$ cat config.mk
export PLATFORM = sky130hd
export DESIGN_NAME = sram_arbiter
export DESIGN_NICKNAME = d
export VERILOG_FILES = /design/src/rtl/sram_arbiter_pkg.sv /design/src/rtl/sram_arb_return_pipe.sv /design/src/rtl/sram_arbiter.sv
export SDC_FILE = /design/constraint.sdc
export NUM_CORES = 1
export LEC_CHECK = 0
export CAP_MARGIN = 20
export CORE_AREA = 3 3 94 96
export DETAILED_ROUTE_END_ITERATION = 8
export DIE_AREA = 0 0 97 99
export GPL_TIMING_DRIVEN = 0
export HOLD_SLACK_MARGIN = 0.15
export PLACE_DENSITY_LB_ADDON = 0.1
export SYNTH_ARGS = -nofsm -noshare
export SYNTH_HDL_FRONTEND = slang
export SYNTH_HIERARCHICAL = 1
export SYNTH_SLANG_ARGS = --single-unit
$ cat constraint.sdc
create_clock -name Clock -period 6.65 [get_ports Clock]
set_input_delay 0.9975 -clock Clock [delete_from_list [all_inputs] [get_ports Clock]]
set_output_delay 0.9975 -clock Clock [all_outputs]
set_load 0.1 [all_outputs]
$ cat src/rtl/sram_arbiter_pkg.sv
// ============================================================================
// sram_arbiter_pkg : shared types and port IDs for the SRAM arbiter
// Revision: 1.0
// ============================================================================
`default_nettype none

package sram_arbiter_pkg;

  localparam int NUM_PORTS = 3;

  localparam logic [1:0] PORT_VGA  = 2'd0;
  localparam logic [1:0] PORT_US   = 2'd1;
  localparam logic [1:0] PORT_IDCT = 2'd2;

  typedef enum logic [1:0] {
    ARB_IDLE = 2'd0,
    ARB_P0   = 2'd1,
    ARB_P1   = 2'd2,
    ARB_P2   = 2'd3
  } arb_owner_type;

  typedef struct packed {
    logic       valid;
    logic [1:0] id;
  } ret_slot_t;

  function automatic arb_owner_type port_to_owner(input logic [1:0] id);
    arb_owner_type o;
    case (id)
      PORT_VGA: o = ARB_P0;
      PORT_US:  o = ARB_P1;
      default:  o = ARB_P2;
    endcase
    return o;
  endfunction

endpackage

`default_nettype wire

$ cat src/rtl/sram_arb_return_pipe.sv
// ============================================================================
// sram_arb_return_pipe : READ_LATENCY-deep {valid, id} shift register that
// tags read returns with the issuing port. Revision: 1.0
// ============================================================================
`default_nettype none

module sram_arb_return_pipe
  import sram_arbiter_pkg::*;
#(
  parameter int READ_LATENCY = 2
) (
  input  logic                 Clock,
  input  logic                 Resetn,
  input  logic                 load_valid_i,
  input  logic [1:0]           load_id_i,
  output logic [NUM_PORTS-1:0] rvalid_o
);

  ret_slot_t slot_q [READ_LATENCY];

  always_ff @(posedge Clock or negedge Resetn) begin
    if (!Resetn) begin
      for (int i = 0; i < READ_LATENCY; i++) slot_q[i] <= '0;
    end else begin
      slot_q[0] <= '{valid: load_valid_i, id: load_id_i};
      for (int i = 1; i < READ_LATENCY; i++) slot_q[i] <= slot_q[i-1];
    end
  end

  always_comb begin
    rvalid_o = '0;
    if (slot_q[READ_LATENCY-1].valid)
      rvalid_o = NUM_PORTS'(1) << slot_q[READ_LATENCY-1].id;
  end

endmodule

`default_nettype wire

$ cat src/rtl/sram_arbiter.sv
// ============================================================================
// sram_arbiter : fixed-priority (VGA) plus round-robin/burst arbitration of
// one SRAM port among three requesters, with tagged read return.
// Optional statistics counters: define SRAM_ARB_STATS_EN.   Revision: 1.0
// ============================================================================
`default_nettype none

module sram_arbiter
  import sram_arbiter_pkg::*;
#(
  parameter int READ_LATENCY = 2,
  parameter int MAX_BURST    = 8,
  parameter int ADDR_W       = 18,
  parameter int DATA_W       = 16
) (
  input  logic                 Clock,
  input  logic                 Resetn,
  input  logic [NUM_PORTS-1:0] Req,
  input  logic [NUM_PORTS-1:0] Req_we_n,
  input  logic [ADDR_W-1:0]    Req_address    [NUM_PORTS-1:0],
  input  logic [DATA_W-1:0]    Req_write_data [NUM_PORTS-1:0],
  output logic [NUM_PORTS-1:0] Gnt,
  output logic [NUM_PORTS-1:0] Rvalid,
  output logic [DATA_W-1:0]    Rdata,
  output logic [ADDR_W-1:0]    SRAM_address,
  output logic [DATA_W-1:0]    SRAM_write_data,
  output logic                 SRAM_we_n,
  input  logic [DATA_W-1:0]    SRAM_read_data,
  output logic [15:0]          Stat_grants    [NUM_PORTS-1:0],
  output logic [15:0]          Stat_stalls
);

  localparam logic [7:0] MAX_BURST_C = 8'(MAX_BURST);

  arb_owner_type owner_q, owner_d;
  logic [7:0]    burst_cnt_q, burst_cnt_d;
  logic [1:0]    rr_last_q, rr_last_d;

  logic [NUM_PORTS-1:0] req_eff;
  logic                 gnt_any;
  logic [1:0]           gnt_id;
  logic                 own_low;
  logic [1:0]           own_id;

  // Requests are masked while reset is held so the SRAM side stays idle.
  assign req_eff = Resetn ? Req : '0;
  assign own_low = (owner_q == ARB_P1) || (owner_q == ARB_P2);
  assign own_id  = (owner_q == ARB_P2) ? PORT_IDCT : PORT_US;

  always_comb begin
    gnt_any     = 1'b0;
    gnt_id      = PORT_VGA;
    owner_d     = owner_q;
    burst_cnt_d = burst_cnt_q;
    rr_last_d   = rr_last_q;

    if (req_eff[PORT_VGA]) begin
      gnt_any = 1'b1;
      gnt_id  = PORT_VGA;
    end else if (own_low && req_eff[own_id] && (burst_cnt_q < MAX_BURST_C)) begin
      gnt_any = 1'b1;
      gnt_id  = own_id;
    end else if (req_eff[PORT_US] && req_eff[PORT_IDCT]) begin
      gnt_any = 1'b1;
      gnt_id  = (rr_last_q == PORT_US) ? PORT_IDCT : PORT_US;
    end else if (req_eff[PORT_US]) begin
      gnt_any = 1'b1;
      gnt_id  = PORT_US;
    end else if (req_eff[PORT_IDCT]) begin
      gnt_any = 1'b1;
      gnt_id  = PORT_IDCT;
    end

    if (!gnt_any) begin
      owner_d     = ARB_IDLE;
      burst_cnt_d = 8'd0;
    end else if (gnt_id == PORT_VGA) begin
      // Preemption keeps the low-priority owner and its count so it resumes.
      owner_d = own_low ? owner_q : ARB_P0;
    end else begin
      owner_d     = port_to_owner(gnt_id);
      burst_cnt_d = (owner_d == owner_q)
                  ? ((burst_cnt_q == 8'hFF) ? 8'hFF : burst_cnt_q + 8'd1)
                  : 8'd1;
      rr_last_d   = gnt_id;
    end
  end

  always_ff @(posedge Clock or negedge Resetn) begin
    if (!Resetn) begin
      owner_q     <= ARB_IDLE;
      burst_cnt_q <= 8'd0;
      rr_last_q   <= PORT_IDCT;
    end else begin
      owner_q     <= owner_d;
      burst_cnt_q <= burst_cnt_d;
      rr_last_q   <= rr_last_d;
    end
  end

  assign Gnt             = gnt_any ? (NUM_PORTS'(1) << gnt_id) : '0;
  assign SRAM_address    = gnt_any ? Req_address[gnt_id]    : '0;
  assign SRAM_write_data = gnt_any ? Req_write_data[gnt_id] : '0;
  assign SRAM_we_n       = gnt_any ? Req_we_n[gnt_id]       : 1'b1;
  assign Rdata           = SRAM_read_data;

  sram_arb_return_pipe #(
    .READ_LATENCY (READ_LATENCY)
  ) u_return_pipe (
    .Clock        (Clock),
    .Resetn       (Resetn),
    .load_valid_i (gnt_any && Req_we_n[gnt_id]),
    .load_id_i    (gnt_id),
    .rvalid_o     (Rvalid)
  );

`ifdef SRAM_ARB_STATS_EN
  logic [15:0] stat_grants_q [NUM_PORTS-1:0];
  logic [15:0] stat_stalls_q;

  always_ff @(posedge Clock or negedge Resetn) begin
    if (!Resetn) begin
      for (int i = 0; i < NUM_PORTS; i++) stat_grants_q[i] <= 16'd0;
      stat_stalls_q <= 16'd0;
    end else begin
      for (int i = 0; i < NUM_PORTS; i++)
        if (Gnt[i]) stat_grants_q[i] <= stat_grants_q[i] + 16'd1;
      if ((req_eff & ~Gnt) != '0) stat_stalls_q <= stat_stalls_q + 16'd1;
    end
  end

  for (genvar g = 0; g < NUM_PORTS; g++) begin : g_stat_out
    assign Stat_grants[g] = stat_grants_q[g];
  end
  assign Stat_stalls = stat_stalls_q;
`else
  for (genvar g = 0; g < NUM_PORTS; g++) begin : g_stat_zero
    assign Stat_grants[g] = 16'd0;
  end
  assign Stat_stalls = 16'd0;
`endif

endmodule

`default_nettype wire
Yosys cells after proc, flatten, opt, wreduce, memory -nomap -nowiden
Index checks and enable logic that the tools add are counted.
Word-level totals
  register bits after elaboration: 18
  bits of input ports: 126
  logic and storage cells: 65
Cells by class
  $add $sub $neg: 1
  order comparisons: 3
  eq/ne operators: 8
  shifts and indexed selects: 2
  multiplexer cells: 36
  bitwise gates (word level): 1
  reductions and logical operators: 7
Operators with widths (number)
  binary-select mux 18 bit (select 2 bit): 1
  two-way mux 18 bit: 2
  binary-select mux 16 bit (select 2 bit): 1
  two-way mux 16 bit: 2
  two-way mux 8 bit: 4
  two-way mux 2 bit: 12
  two-way mux 1 bit: 9
  two-way mux 3 bit: 3
  adder 8 x 1 -> 8 bit, second input constant: 1
  equality test 8 bit, second input constant: 1
  < comparator 8 x 4 -> 1 bit, second input constant: 1
  < comparator 2 x 3 -> 1 bit, second input constant: 2
  left shift 1 x 2 -> 3 bit, first input constant: 2
  binary-select mux 1 bit (select 2 bit): 2
  equality test 2 x 1 -> 1 bit, second input constant: 2
  equality test 2 bit, second input constant: 2
  logical AND 1 bit: 4
  != test 3 bit, second input constant: 1
  equality test 2 bit: 1
  logical NOT 2 bit: 1
  != test 2 bit, second input constant: 1
  AND reduction 2 bit: 1
  logical OR 1 bit: 1
  inverter 1 bit: 1

Depth between registers and ports, before layout
Gate-level depths: netlist of the first run.
  word-level depth: 16
  depth in mapped cells: 8

Cells and area by module
The synthesis of the first run kept the hierarchy.
By module, submodules not included
  sram_arbiter: instances 1, cells an instance 249, area an instance 1950.6 µm²
  sram_arb_return_pipe: instances 1, cells an instance 9, area an instance 180.2 µm²

Worst setup path after synthesis of the first run
Ideal clock, no wire load.
  kind: input-to-output
  start: input port Req[2]
  end: output port SRAM_address[17]
  arrival time: 3.705 ns
  path slack: 1.948 ns
  cell stages on the path: 7
  path buffers: 1
  cells stage by stage: and3_1 > o2111ai_4 > mux2_4 > buf_6 > nor2_1 > nand2_1 > a21oi_1
On the way
  word-level cells in the longest chain between the ends: 10
  elaborated cells between the ends (all ways): 19
RTL lines
  start: declaration: line sram_arbiter.sv:18  | input logic [NUM_PORTS-1:0] Req,
  two-way mux 3 bit (*): line sram_arbiter.sv:46  | assign req_eff = Resetn ? Req : '0;
  binary-select mux 1 bit (select 2 bit): line sram_arbiter.sv:60  | end else if (own_low && req_eff[own_id] && (burst_cnt_q < MAX_BURST_C)) begin
  two-way mux 1 bit (not written as such): line sram_arbiter.sv:60
  logical AND 1 bit (2 in a row): line sram_arbiter.sv:60
  two-way mux 2 bit: line sram_arbiter.sv:60
  two-way mux 2 bit: line sram_arbiter.sv:57  | if (req_eff[PORT_VGA]) begin
  binary-select mux 18 bit (select 2 bit): line sram_arbiter.sv:102  | assign SRAM_address = gnt_any ? Req_address[gnt_id] : '0;
  two-way mux 18 bit (not written as such): line sram_arbiter.sv:102
  two-way mux 18 bit (*): line sram_arbiter.sv:102
  end: declaration: line sram_arbiter.sv:25  | output logic [ADDR_W-1:0] SRAM_address,
Every way passes the cells marked *; elsewhere a longest branch is shown, timed or not. The select of a mux whose other input is x is not followed.

Worst setup path after layout of the first run
  start: input port Resetn
  end: output port SRAM_write_data[15]
On the way
  word-level cells in the longest chain between the ends: 10
  elaborated cells between the ends (all ways): 19
RTL lines
  start: declaration: line sram_arbiter.sv:17  | input logic Resetn,
  two-way mux 3 bit (*): line sram_arbiter.sv:46
  binary-select mux 1 bit (select 2 bit): line sram_arbiter.sv:60
  two-way mux 1 bit (not written as such): line sram_arbiter.sv:60
  logical AND 1 bit (2 in a row): line sram_arbiter.sv:60
  two-way mux 2 bit: line sram_arbiter.sv:60
  two-way mux 2 bit: line sram_arbiter.sv:57
  binary-select mux 16 bit (select 2 bit): line sram_arbiter.sv:103  | assign SRAM_write_data = gnt_any ? Req_write_data[gnt_id] : '0;
  two-way mux 16 bit (not written as such): line sram_arbiter.sv:103
  two-way mux 16 bit (*): line sram_arbiter.sv:103
  end: declaration: line sram_arbiter.sv:26  | output logic [DATA_W-1:0] SRAM_write_data,
Marked as above.

==> impl_results.md, run 1 <==
- Status: completed
- Max clock buf depth: 2
- Final clock period utilization by the worst path: 0.8154
- HPWL after DPL: roughly 7.6 mm
- YS warnings: 6
- Worst R2R Setup Slack: about 4.5 ns
- Hold-fix buffers, CTS: 0
- Gr ovfl total: 0
- Worst Max-Slew Pin Slew: roughly 1.0 ns
- Post-Layout Cell Count: just under 600
- Root buffer cell: clkbuf_8
- Sinks on Clock Net: 18
- # IOs: 247
- Worst R2R End: rr_last_q[1]
- Top Usage Layer GRT: met2
- RD Place Congestion: between 0.7 and 0.8
- Starting DRT DRC Count: 178
- Vias in the first global route: between 2000 and 2500
- Die H: between 90 and 100 um
- Filler Cells Inserted: 765
- Cell leakage power: between 0.002 and 0.0025 uW
- Final ANT Viol Nets: 0
- Core ar.: 8134 um2
- Die width: 97 um
- Critical path endpoint: SRAM_write_data[15]
- WP data required: 5.65 ns
- FP Rows: 33
- Placed insts: slightly below 600
- Skew-Pair Late Insertion Delay: approximately 0.25 ns
- CTS clk-pin slew, worst paths: roughly 0.07 ns
- Final setup fails: 0
- Max Clk Rate: around 180 MHz
- Global-route wire length before repair: 12.94 mm
- Setup Skew: ~0.0038 ns
- Vias: 2556
- Async SR Flop Fraction: 1.000
- Crit-path leading delay family: buffers and inverters
- Slowest cell on the critical path: clkdlybuf4s50_1
- EDFF count, synth: 0
- GRT Util Overall: 0.1645
- DIE AREA: 9603 um2
- Distinct cells, synth: 40
- Routed WL per cell: around 15 um
- Cts repair resizes: 0
- Final hold vios: 0
- CP startpoint: Resetn
- Syn Std Cell Area: roughly 2100 um2
- Initial Utilization: 0.2620
- WP buf/inv: 5
- Critical Path, Cell by Cell: clkdlybuf4s50_1 > buf_8 > nand2_1 > inv_1 > a21oi_1 > mux2_4 > buf_6 > nor2_1 > nand2_1 > a21oi_1 > clkdlybuf4s50_1
- Fin util: 0.5201
- Met3 Track Usage GR: 0.04883
- # DRC: 0
- Synth Instances: approximately 260
- Post-synthesis register bit count: 18
- RSZ-0062 raised after global routing: no
- Share of the synthesized area in the top cell type: 0.2819
- ANT cells: 0
- PwrDens: approximately 220 nW/um2
- Nets: 620
- Largest net degree at the start of global routing: 25
- VDD IR max: about 0.00011 V
- Synth-to-layout area growth: 98.53%
- First-pass DRT Iterations: 7
- TritonCTS Buffers: 3
- Worst Reg-to-Reg Cells: 8
- CTS tree: done
- GRT met1 Usage: 0.1774
- Reg-to-reg critical path startpoint: owner_q[0]
- Relative slew slack: 0.3103
- Crit path DAT: 4.42 ns
- CP Launch Type: input port
- Area of the multi-input gates: between 1000 and 1500 um2
- WP depth: 11
- Final wirelength: 8.701 mm
- Max Slew Vio Count: 0
- CP peak stage delay: 1.17 ns
- Htree depth: 1
- Worst setup EP type: output port
- IO buf count: roughly 170
- Maxcap violations: 0
- Hold WC Path Type: flip-flop to flip-flop
- Synth area leaders: buf_4 28%, dfrtp_1 20%, a222oi_1 15%, inv_1 6.2%, buf_2 1.9%
- Cell accounting for the most synthesized area: buf_4
- Post-synthesis sequential area ratio: 0.2120
- Syn avg cell area: about 8.3 um2
- Commonest cells in the netlist: 80 x buf_4, 35 x inv_1, 32 x a222oi_1
- DR vias/cell: between 4 and 5
- Setup TNS: 0 ns
- Crit path time final: roughly 5.4 ns
- Share of cells above drive strength 1: 0.2114
- Count leader, synth: buf_4
- Initial antenna violation count: 0
- Sequential cell area: about 450 um2
- Crit Path Max Fanout: 21
- Most used DFF post-synth: dfrtp_1
- Met2 Resource Use GR: 0.3270
- Post-CTS Setup Bufs: 0
- WS Path Type: input port to output port
==> cell families (layout without fill, tap and decap cells) <==
group,count (synthesis),count (layout),share of synthesized area
compound gates,64,64,0.2654
buf+inv,130,301,0.3817
xor+xnor,1,1,0.004111
fa+ha+maj,1,1,0.005871
mux,6,6,0.03171
simple gates,37,37,0.09748
flops,18,18,0.2120
other cells,1,64,0.001760
==> final cells by class <==
cell class	instances	area share
inverters	35	0.03106
repair buffers	167	0.3963
clock buffers	4	0.01301
flip-flops and latches	18	0.1068
well taps	105	0.03106
plain buffers	95	0.1612
multi-input cells	173	0.2606
==> registers in the layout (all words and copies together), names as in the netlist <==
register,flops
burst_cnt_q,8
owner_q,2
rr_last_q,2
u_return_pipe/slot_q,6
==> how the worst min path moves through the flow <==
stage | from | to | cells after the start
after floorplan | u_return_pipe/slot_q[3] | u_return_pipe/slot_q[0] | 0
after CTS | u_return_pipe/slot_q[5] | u_return_pipe/slot_q[2] | 0
final | u_return_pipe/slot_q[5] | u_return_pipe/slot_q[2] | 0
after global routing | u_return_pipe/slot_q[3] | u_return_pipe/slot_q[0] | 0
after global placement | u_return_pipe/slot_q[3] | u_return_pipe/slot_q[0] | 0
after detailed placement | u_return_pipe/slot_q[5] | u_return_pipe/slot_q[2] | 0
==> layout by cell type (no fill, tap or decap), types with 3 or more instances in the layout <==
master / n
o21ai_0: 3
mux2i_1: 3
inv_1: 35
o31ai_1: 3
nor2_1: 10
a21oi_1: 7
buf_2: 8
buf_4: 80
conb_1: 64
nand2_1: 10
clkbuf_8: 4
dfrtp_1: 17
clkdlybuf4s50_1: 166
nand3_1: 3
a222oi_1: 32
a21o_1: 4
clkbuf_1: 5
a22o_1: 4
==> layer usage <==
layer / vias up / share of wire / wire length (um)
met3: 2 / 0.089 / 773
met1: 1180 / 0.35 / 3024
li1: 1256 / - / -
met4: 0 / 0.0021 / 18
met5: - / 0 / 0
met2: 118 / 0.56 / 4884
==> through the flow <==
| step | setup WS [ns] | total power (uW) | hold WS, ns | instance area, um2 |
|---|---|---|---|---|
| 2_1_floorplan | 1.948 | 677.6 | 0.3312 | 2367 |
| 3_5_place_dp | 0.5556 | 839.1 | 0.3362 | 4160 |
| 3_3_place_gp | 0.5476 | 836.1 | 0.3315 | 4160 |
| 5_1_grt | 1.014 | 963.3 | 0.3586 | 4230 |
| 4_1_cts | 0.5440 | 928.3 | 0.3512 | 4215 |
| 6_report | 1.228 | 928.2 | 0.3490 | 4230 |
==> power breakdown <==
group	internal, uW	total [uW]	switching [uW]
combinational	191	709	517
sequential	124	130	6.21
clock	52.6	89.7	37.1
No activity file was read; power rests on OpenSTA's default activity.
==> inputs of run 2 (changes only) <==
clock period = 5.35 ns   (was 6.65 ns; I/O delays follow)
==> impl_results.md, run 2 (same netlist as run 1, synthesis figures left out) <==
- IO buf count: ~170
- Gr ovfl total: 0
- CP startpoint: Resetn
- Largest net degree at the start of global routing: 25
- Largest register FFs: 8
- Worst R2R Setup Slack: between 3 and 4 ns
- Worst setup EP type: output port
- WHS Path Cells: 0
- Final clock period utilization by the worst path: 0.9232
- Initial antenna violation count: 0
- Biggest regs: burst_cnt_q: 8 flops, u_return_pipe/slot_q: 6 flops
- WP data required: 4.55 ns
- Final hold vios: 0
- Max clock buf depth: 2
- GRT Util Overall: 0.1645
- Fin util: 0.5184
- DIE AREA: 9603 um2
- Die width: 97 um
- Htree depth: 1
- Crit Path Max Fanout: 24
- First-pass DRT Iterations: 8
- Cell leakage power: approximately 0.0021 uW
- CTS clk-pin slew, worst paths: ~0.07 ns
- Starting DRT DRC Count: approximately 180
- Hold endpoint: u_return_pipe/slot_q[2]
- HPWL after DPL: roughly 7.6 mm
- Crit path time final: 4.939 ns
- Share of cells above drive strength 1: 0.2118
- Status: completed
- DR vias/cell: between 4 and 5
- Sinks on Clock Net: 18
- Root buffer cell: clkbuf_8
- PwrDens: roughly 270 nW/um2
- RSZ-0062 raised after global routing: no
- Most frequent cells in the layout: 165 x clkdlybuf4s50_1, 80 x buf_4, 64 x conb_1
- Final wirelength: between 8 and 9 mm
- Most flop-heavy register: burst_cnt_q
- CTS tree: done
- Max Slew Vio Count: 0
- Relative slew slack: 0.3101
- TritonCTS Buffers: 3
- Reg-to-reg critical path startpoint: burst_cnt_q[5]
- Synth-to-layout area growth: 97.89%
- Vias in the first global route: 2463
- Max Clk Rate: 202.5 MHz
- Final setup fails: 0
- FP Rows: 33
- Nets: around 620
- VDD IR max: ~0.00014 V
- # IOs: between 200 and 250
- Routed WL per cell: about 15 um
- RD Place Congestion: ~0.75
- Worst Reg-to-Reg Cells: 7
- HP Start: u_return_pipe/slot_q[5]
- WS Path Type: input port to output port
- Crit path DAT: about 4.1 ns
- Final ANT Viol Nets: 0
- Worst R2R End: burst_cnt_q[0]
- Initial Utilization: 0.2620
- Commonest non-fill, non-tap cell in the layout: clkdlybuf4s50_1
- Skew-Pair Late Insertion Delay: approximately 0.25 ns
- # DRC: 0
- Hold WC Path Type: flip-flop to flip-flop
- Placed insts: between 500 and 600
- Hold-fix buffers, CTS: 0
- Core ar.: about 8100 um2
- Vias: roughly 2500
- Global-route wire length before repair: 12.94 mm
- Setup Skew: roughly 0.0037 ns
- Maxcap violations: 0
- Worst Max-Slew Pin Slew: roughly 1.0 ns
- Post-Layout Cell Count: 596
- ANT cells: 0
- Die H: about 100 um
- CP Launch Type: input port
- Final Power: ~1200 uW
[run 2: cell count changes in the layout (fill, tap and decap cells not counted), sizes merged]
cell	change
buf	-1
clkdlybuf4s15	+1
clkdlybuf4s50	-1
[run 2: final cells by class]
class,instances,area [um2]
Timing Repair Buffer,166,1663
Sequential cell,18,451.7
Clock buffer,4,55.05
Multi-Input combinational cell,173,1102
Tap cell,105,131.4
Buffer,95,681.9
Fill cell,765,3918
Inverter,35,131.4
[run 2: what timing repair did]
item	in CTS	in global routing
setup endpoints to repair	35	0
buffers inserted	0	0
gates resized for setup	3	0
[run 2: metrics by stage]
stage | setup WS [ns] | hold slack (ns) | instance area, um2 | setup TNS, ns
after floorplan | 1.038 | 0.3312 | 2367 | 0
after global placement | -0.3624 | 0.3315 | 4160 | -9.723
after detailed placement | -0.3544 | 0.3362 | 4160 | -8.626
after CTS | 0.3612 | 0.3512 | 4217 | 0
after global routing | 0.1376 | 0.3586 | 4217 | 0
final | 0.4107 | 0.3490 | 4217 | 0
[run 2: worst max-delay path by stage]
| stage | to | cells past startpoint | slack, ns |
|---|---|---|---|
| final | SRAM_write_data[15] | 10 | 0.41 |
| after global routing | SRAM_address[13] | 9 | 0.14 |
| after CTS | SRAM_write_data[15] | 10 | 0.36 |
| after detailed placement | SRAM_write_data[15] | 10 | -0.35 |
| after global placement | SRAM_address[13] | 9 | -0.36 |
| after floorplan | SRAM_address[17] | 7 | 1.04 |
[run 2: routing by layer]
layer / GRT usage / vias to the layer above / wire [um] / share of wire
met2: 0.3270 / 108 / 4881 / 0.56
met1: 0.1774 / 1167 / 3088 / 0.35
met4: 0.01296 / 0 / 18 / 0.0021
met5: 0 / - / 0 / 0
li1: - / 1252 / - / -
met3: 0.04883 / 2 / 722 / 0.083
[run 2: worst max-delay path: stages]
cell	delay, ns
clkdlybuf4s15_2	0.57
nand2_1	0.30
inv_1	0.22
a21oi_1	0.08
mux2_4	0.32
buf_6	0.16
nor2_1	0.24
nand2_1	0.09
a21oi_1	0.18
clkdlybuf4s50_1	1.17
[run 2: power breakdown]
part	internal (uW)	switching [uW]	leakage [uW]
clock network	65.4	46.1	0.0000288
registers	154	7.72	0.000237
logic	237	643	0.00188
==> inputs of run 3 (changes only) <==
clock period = 6.35 ns   (was 5.35 ns; I/O delays follow)
==> results of run 3 <==
Same layout as run 1 (identical final DEF). Status: completed.
Main changes from that run: setup slack after placement 0.5556 ns -> 0.3456 ns; setup slack after layout 1.228 ns -> 1.018 ns; register-to-register setup slack 4.47 ns -> 4.17 ns; total power 928.2 uW -> 972.0 uW; worst IR drop on VDD 0.0001094 V -> 0.0001146 V
